==> config.mk <==
export PLATFORM = sky130hd
export DESIGN_NAME = shift_subtract_divide_flat
export DESIGN_NICKNAME = d
export VERILOG_FILES = /design/src/rtl/shift_subtract_divide_if.sv /design/src/rtl/shift_subtract_divide.sv /design/src/flat_wrapper.sv
export SDC_FILE = /design/constraint.sdc
export NUM_CORES = 1
export LEC_CHECK = 0
export BUFFER_PORTS_ARGS = -buffer_cell sky130_fd_sc_hd__buf_4
export CAP_MARGIN = 40
export CORE_MARGIN = 2
export CORE_UTILIZATION = 30
export DETAILED_ROUTE_END_ITERATION = 8
export SLEW_MARGIN = 15
export SYNTH_ARGS = -nofsm -noshare
export SYNTH_HDL_FRONTEND = slang
export SYNTH_SLANG_ARGS = --single-unit
==> constraint.sdc <==
create_clock -name clk -period 11.1 [get_ports clk]
set_input_delay 1.11 -clock clk [delete_from_list [all_inputs] [get_ports clk]]
set_output_delay 1.11 -clock clk [all_outputs]
set_load 0.01 [all_outputs]
==> src/rtl/shift_subtract_divide_if.sv <==
// Start/ready handshake and operand/result bus for the restoring divider.
// Latency: none (wires only).
// Backpressure: the requester may only start while ready is high; there is no other flow control.
//
// Signals:
//   start       requester -> divider, sampled only while ready=1
//   dividend    requester -> divider, 2*WIDTH-bit unsigned numerator
//   divisor     requester -> divider, WIDTH-bit unsigned denominator
//   quotient    divider -> requester, 2*WIDTH-bit registered result
//   remainder   divider -> requester, WIDTH-bit registered result
//   ready       divider -> requester, idle/done (1) or busy (0)
//   div_by_zero divider -> requester, flag for the last completed operation
interface shift_subtract_divide_if #(
    parameter int WIDTH = 16
);
    logic                 start;
    logic [2*WIDTH-1:0]   dividend;
    logic [WIDTH-1:0]     divisor;
    logic [2*WIDTH-1:0]   quotient;
    logic [WIDTH-1:0]     remainder;
    logic                 ready;
    logic                 div_by_zero;

    // Requester side.
    modport master (
        output start, dividend, divisor,
        input  quotient, remainder, ready, div_by_zero
    );

    // Divider side.
    modport slave (
        input  start, dividend, divisor,
        output quotient, remainder, ready, div_by_zero
    );
endinterface

==> src/rtl/shift_subtract_divide.sv <==
// Sequential restoring divider: 2*WIDTH-bit dividend / WIDTH-bit divisor, one quotient bit per clock.
// Latency: ready low for exactly 2*WIDTH cycles after the accepting edge; divide-by-zero completes on the accepting edge.
// Backpressure: start is only accepted while ready=1; start during BUSY is dropped, not queued.
//
// Ports:
//   clk  rising-edge clock
//   rst  asynchronous active-high reset, aborts any operation in flight
//   bus  slave side of shift_subtract_divide_if (start/dividend/divisor in,
//        quotient/remainder/ready/div_by_zero out, all outputs registered)
module shift_subtract_divide #(
    parameter int WIDTH = 16
) (
    input  logic                   clk,
    input  logic                   rst,
    shift_subtract_divide_if.slave bus
);
    localparam int DW = 2 * WIDTH;
    localparam int CW = $clog2(DW);
    localparam logic [CW-1:0] LAST_STEP = CW'(DW - 1);

    typedef enum logic [1:0] {
        IDLE,
        BUSY,
        DONE
    } state_t;

    state_t          state_q;
    logic [CW-1:0]   count_q;
    // Dividend shifts out at the MSB while quotient bits shift in at the LSB,
    // so after 2*WIDTH steps this register holds the finished quotient.
    logic [DW-1:0]   dvd_q;
    logic [WIDTH-1:0] dvs_q;
    logic [WIDTH-1:0] rem_q;
    logic [DW-1:0]   quotient_q;
    logic [WIDTH-1:0] remainder_q;
    logic            ready_q;
    logic            dbz_q;

    logic [WIDTH:0]   rem_shift;
    logic             rem_ge;
    logic [WIDTH-1:0] rem_sub;
    logic [WIDTH-1:0] rem_d;
    logic [DW-1:0]    dvd_d;

    // One restoring step. The partial remainder is kept at WIDTH bits between
    // steps because it is always < divisor; the extra bit only exists in the
    // shifted value. When rem_ge is set the true difference is < divisor, so
    // the WIDTH-bit modular subtraction is exact.
    always_comb begin
        rem_shift = {rem_q, dvd_q[DW-1]};
        rem_ge    = (rem_shift >= {1'b0, dvs_q});
        rem_sub   = rem_shift[WIDTH-1:0] - dvs_q;
        rem_d     = rem_shift[WIDTH-1:0];
        if (rem_ge) begin
            rem_d = rem_sub;
        end
        dvd_d     = {dvd_q[DW-2:0], rem_ge};
    end

    always_ff @(posedge clk or posedge rst) begin
        if (rst) begin
            state_q     <= IDLE;
            count_q     <= '0;
            dvd_q       <= '0;
            dvs_q       <= '0;
            rem_q       <= '0;
            quotient_q  <= '0;
            remainder_q <= '0;
            ready_q     <= 1'b1;
            dbz_q       <= 1'b0;
        end else begin
            case (state_q)
                IDLE, DONE: begin
                    if (bus.start) begin
                        dvd_q   <= bus.dividend;
                        dvs_q   <= bus.divisor;
                        rem_q   <= '0;
                        count_q <= '0;
                        dbz_q   <= 1'b0;
                        if (bus.divisor != '0) begin
                            state_q <= BUSY;
                            ready_q <= 1'b0;
                        end else begin
                            // Zero divisor finishes immediately; ready never drops.
                            state_q     <= DONE;
                            quotient_q  <= '1;
                            remainder_q <= bus.dividend[WIDTH-1:0];
                            dbz_q       <= 1'b1;
                        end
                    end
                end
                BUSY: begin
                    dvd_q   <= dvd_d;
                    rem_q   <= rem_d;
                    count_q <= count_q + CW'(1);
                    if (count_q == LAST_STEP) begin
                        state_q     <= DONE;
                        ready_q     <= 1'b1;
                        quotient_q  <= dvd_d;
                        remainder_q <= rem_d;
                    end
                end
                default: begin
                    state_q <= IDLE;
                    ready_q <= 1'b1;
                end
            endcase
        end
    end

    assign bus.quotient    = quotient_q;
    assign bus.remainder   = remainder_q;
    assign bus.ready       = ready_q;
    assign bus.div_by_zero = dbz_q;
endmodule

==> src/flat_wrapper.sv <==
// flat-port wrapper written by rule: the top's interface ports become plain ports
module shift_subtract_divide_flat 
#(
    parameter int WIDTH = 16
)
  (clk, rst, bus_start, bus_dividend, bus_divisor, bus_quotient, bus_remainder, bus_ready, bus_div_by_zero);
  shift_subtract_divide_if #(.WIDTH(WIDTH)) bus_i ();
  input  logic clk;
  input  logic rst;
  input wire logic [$bits(bus_i.start)-1:0] bus_start;
  input wire logic [$bits(bus_i.dividend)-1:0] bus_dividend;
  input wire logic [$bits(bus_i.divisor)-1:0] bus_divisor;
  output wire logic [$bits(bus_i.quotient)-1:0] bus_quotient;
  output wire logic [$bits(bus_i.remainder)-1:0] bus_remainder;
  output wire logic [$bits(bus_i.ready)-1:0] bus_ready;
  output wire logic [$bits(bus_i.div_by_zero)-1:0] bus_div_by_zero;
  assign bus_i.start = bus_start;
  assign bus_i.dividend = bus_dividend;
  assign bus_i.divisor = bus_divisor;
  assign bus_quotient = bus_i.quotient;
  assign bus_remainder = bus_i.remainder;
  assign bus_ready = bus_i.ready;
  assign bus_div_by_zero = bus_i.div_by_zero;
  shift_subtract_divide #(.WIDTH(WIDTH)) u_core (.clk(clk), .rst(rst), .bus(bus_i));
endmodule
==> impl_metrics.tcl <==
set metrics [dict create \
    post_place_setup_slack_ns 7.835 \
    drive_gt1_share_pct 19.48 \
    final_max_slew_viol_count 0 \
    synthToLayoutAreaGrowth_pct 25.91 \
    worst_setup_hold_path_clk_slew_ns 0.06 \
    hold_fix_buffers_at_cts 0 \
    clock_path_buffers 2 \
    total_power_mw 2.830 \
    fin_area_sq_um 7697 \
    dr.first_iter.drc_count 343 \
    setup_violations 0 \
    antenna_left 0 \
    cts.htree.levels 4 \
    critical-path-top-delay-family "compound AO/OA/AOI/OAI gates" \
    cts_num_sinks 121 \
    num_antenna_cells 0 \
    critical_path.max_fanout 11 \
    kind_of_capture_point_of_the_worst_setup_path "register" \
    syn_nets 753 \
    post_dp_cell_area_sq_um 7054 \
    vias_in_the_first_global_route 4959 \
    total_wire_length_after_detailed_routing_um 16650 \
    ys_warnings 0 \
    timing.hold.ws_ns 0.4763 \
    timing.final.crit_period_ns 3.197 \
    pin_count_of_the_biggest_net_entering_global_routing 75 \
    status "finished clean" \
    cp-start-kind "register" \
    design.portCount 101 \
    antenna_found_initial 0 \
    final_period_util_pct 28.80 \
    crit_path_top_delay_cell "a31oi_1" \
    synth_async_sr_flop_share_pct 100.0 \
    max_freq_mhz 312.8 \
    synth-seq-area-share_pct 49.55 \
    synthesized_area_divided_by_synthesized_cell_count_sq_um 8.951 \
    finish.utilization_pct 38.29 \
    crit_path_max_incr_delay_ns 0.58 \
    max-cap-violations 0 \
    timing.setup.critical_path_class "reg2reg" \
    hpwl_detailed_um 11750 \
    required_time_of_the_critical_path_ns 11.43 \
    ys_dominant_reg_cell "dfrtp_1" \
    width_of_the_die_um 146.8 \
    post_layout_nonfiller_instances 1045 \
    routed-wl-met3_um 983 \
    timing.max_slew.rel_slack_pct 47.46 \
    clock_latency_ns 0.41 \
    total_leakage_power_nw 3.527 \
    clock-skew-final_ns 0.006660 \
    tritoncts.num_buffers 17 \
    path_cells "ha_1 > a21o_1 > a211o_1 > a31oi_1 > nor3b_2 > buf_4 > mux2_2 > o21ai_0" \
    met2WireLength_um 7494 \
    top_layer "met4" \
    postCtsSetupRepairBufs 0 \
    powerDensity_nw_per_um2 367.7 \
    netlist-cell-type-count 59 \
    global_route_wire_length_before_repair_um 26880 \
    route.layer.met1.wl_um 7913 \
    ir_worst_vdd_mv 0.1390 \
    gp_congestion 0.8578 \
    rsz0062_at_grt "no" \
    drt_drc_violations_left 0 \
    firstDrtPassIters 5 \
    floorplan.initialDensity_pct 30.41 \
    num_vias 5181 \
    globalRoute.totalOverflow 0 \
    avgViaCountPerCell 4.958 \
    post_cts.resized_instances 0 \
    hold_viol_final 0 \
    grt_use_total_pct 15.81 \
    syn-cell-area_sq_um 6113 \
    totalNegativeSetupSlack_ns 0 \
    placed_cells 1013 \
    cp.arrival_ns 3.53 \
    synth_edf_count 0 \
    max_slew.worst_pin.slew_ns 0.7881 \
    port_buffers 100 \
    rows 52 \
    crit_buf_inv 1 \
    finalNetCount 832 \
    min-delay-path-class "reg2reg" \
    coreArea_sq_um 20100 \
    tritoncts "yes" \
    full_die_area_sq_um 21540 \
    die_height_um 146.8 \
    synth_seq_cells 121 \
    root_buffer_master "clkbuf_16" \
    drt-wirelength-per-cell_um 15.93 \
    timing.final.ws_setup_ns 7.903 \
    postSynthCellCount 683 \
]
## metal layers
| layer | track usage, % | up-vias |
|---|---|---|
| li1 | - | 2577 |
| met1 | 21.95 | 2423 |
| met2 | 24.15 | 157 |
| met3 | 4.348 | 24 |
| met4 | 4.757 | 0 |
| met5 | 0 | - |
## cell usage in the layout (no fill, tap or decap), types with 7 or more instances in the layout
cell	synthesis	layout
a31oi_1	40	40
o211ai_1	7	7
inv_1	21	20
nand2_1	145	145
nand2b_1	9	8
clkbuf_16	0	17
and3_1	9	9
o21ai_0	73	73
dfrtp_1	120	120
a21oi_1	22	22
nor2_1	51	50
nand3_1	14	14
buf_4	1	108
mux2i_1	7	7
ha_1	18	18
nor3_1	7	7
## power by group
group          switching (mW)  internal (mW)
clock network           0.209          0.389
logic                   0.856          0.565
registers               0.145          0.667
## cell type report
type | instances | area, sq um
fill | 2061 | 12410
sequential | 121 | 3029
multi-input combinational | 493 | 2795
timing repair buffer | 108 | 810.8
clock buffer | 19 | 452.9
tap | 270 | 337.8
clock inverter | 13 | 190.2
inverter | 21 | 81.33
## worst reg2reg max path: stages (launching register included)
cell and delay (ns):
dfrtp_1 0.41, ha_1 0.34, a21o_1 0.17, a211o_1 0.31
a31oi_1 0.58, nor3b_2 0.56, buf_4 0.26, mux2_2 0.36
o21ai_0 0.14
## cell families after synthesis
logic type	after synthesis	synth area share [%]
xor+xnor	11	1.576
mux	8	1.330
buf+inv	69	5.076
compound gates	197	20.20
flops	121	49.55
fa+ha+maj	19	4.012
simple gates	258	18.26
## worst paths after layout
check	cells past startpoint	endpoint	startpoint	slack, ns
max in group asynchronous	3	u_core.bus.quotient[26]	rst	8.99
min in group asynchronous	2	u_core.dvd_q[13]	rst	0.83
setup reg to reg	8	u_core.rem_q[0]	u_core.rem_q[13]	7.90
setup / recovery	8	u_core.rem_q[0]	u_core.rem_q[13]	7.90
hold / removal	2	u_core.bus.quotient[23]	u_core.bus.quotient[23]	0.48
hold reg to reg	2	u_core.bus.quotient[23]	u_core.bus.quotient[23]	0.48
## sequential cells by signal, indices dropped and copies added (netlist names)
register and cells:
u_core.rem_q 16, u_core.count_q 5, u_core.dvs_q 16, u_core.bus.remainder 16, u_core.bus.div_by_zero 1, u_core.bus.ready 1, u_core.dvd_q 32, u_core.bus.quotient 32
u_core.state_q 2
## cells in the mapped netlist, drive strengths merged, types with 2 or more instances
cell type  instances  area [sq um]
nor2              51         191.4
nand4              3         18.77
mux2i              7         70.07
dfrtp            120          3003
a22o               2         17.52
a31oi             40         250.2
o22a               2         17.52
nor2b              2         12.51
nand3             14         70.07
nand2            145         544.3
o22ai              6         37.54
o311ai             2         17.52
a21oi             23         126.4
ha                18         225.2
nand3b             2         15.01
a32oi              6         60.06
a211oi             5         42.54
nand2b             9         56.30
buf               23         136.4
o21ai             77         385.4
or3                4         25.02
and3               9         56.30
xnor2              6         52.55
o21a               4         30.03
a21o               6         45.04
xor2               5         43.79
o31ai              4         30.03
inv               21         78.83
clkbuf            25         95.09
a2111oi            2         23.77
nor3b              2         20.02
o2111ai            3         26.28
a211o              3         26.28
nor4               5         31.28
nor3               7         35.03
o211ai             7         52.55
Note: power is estimated with default switching activity, not from simulation.
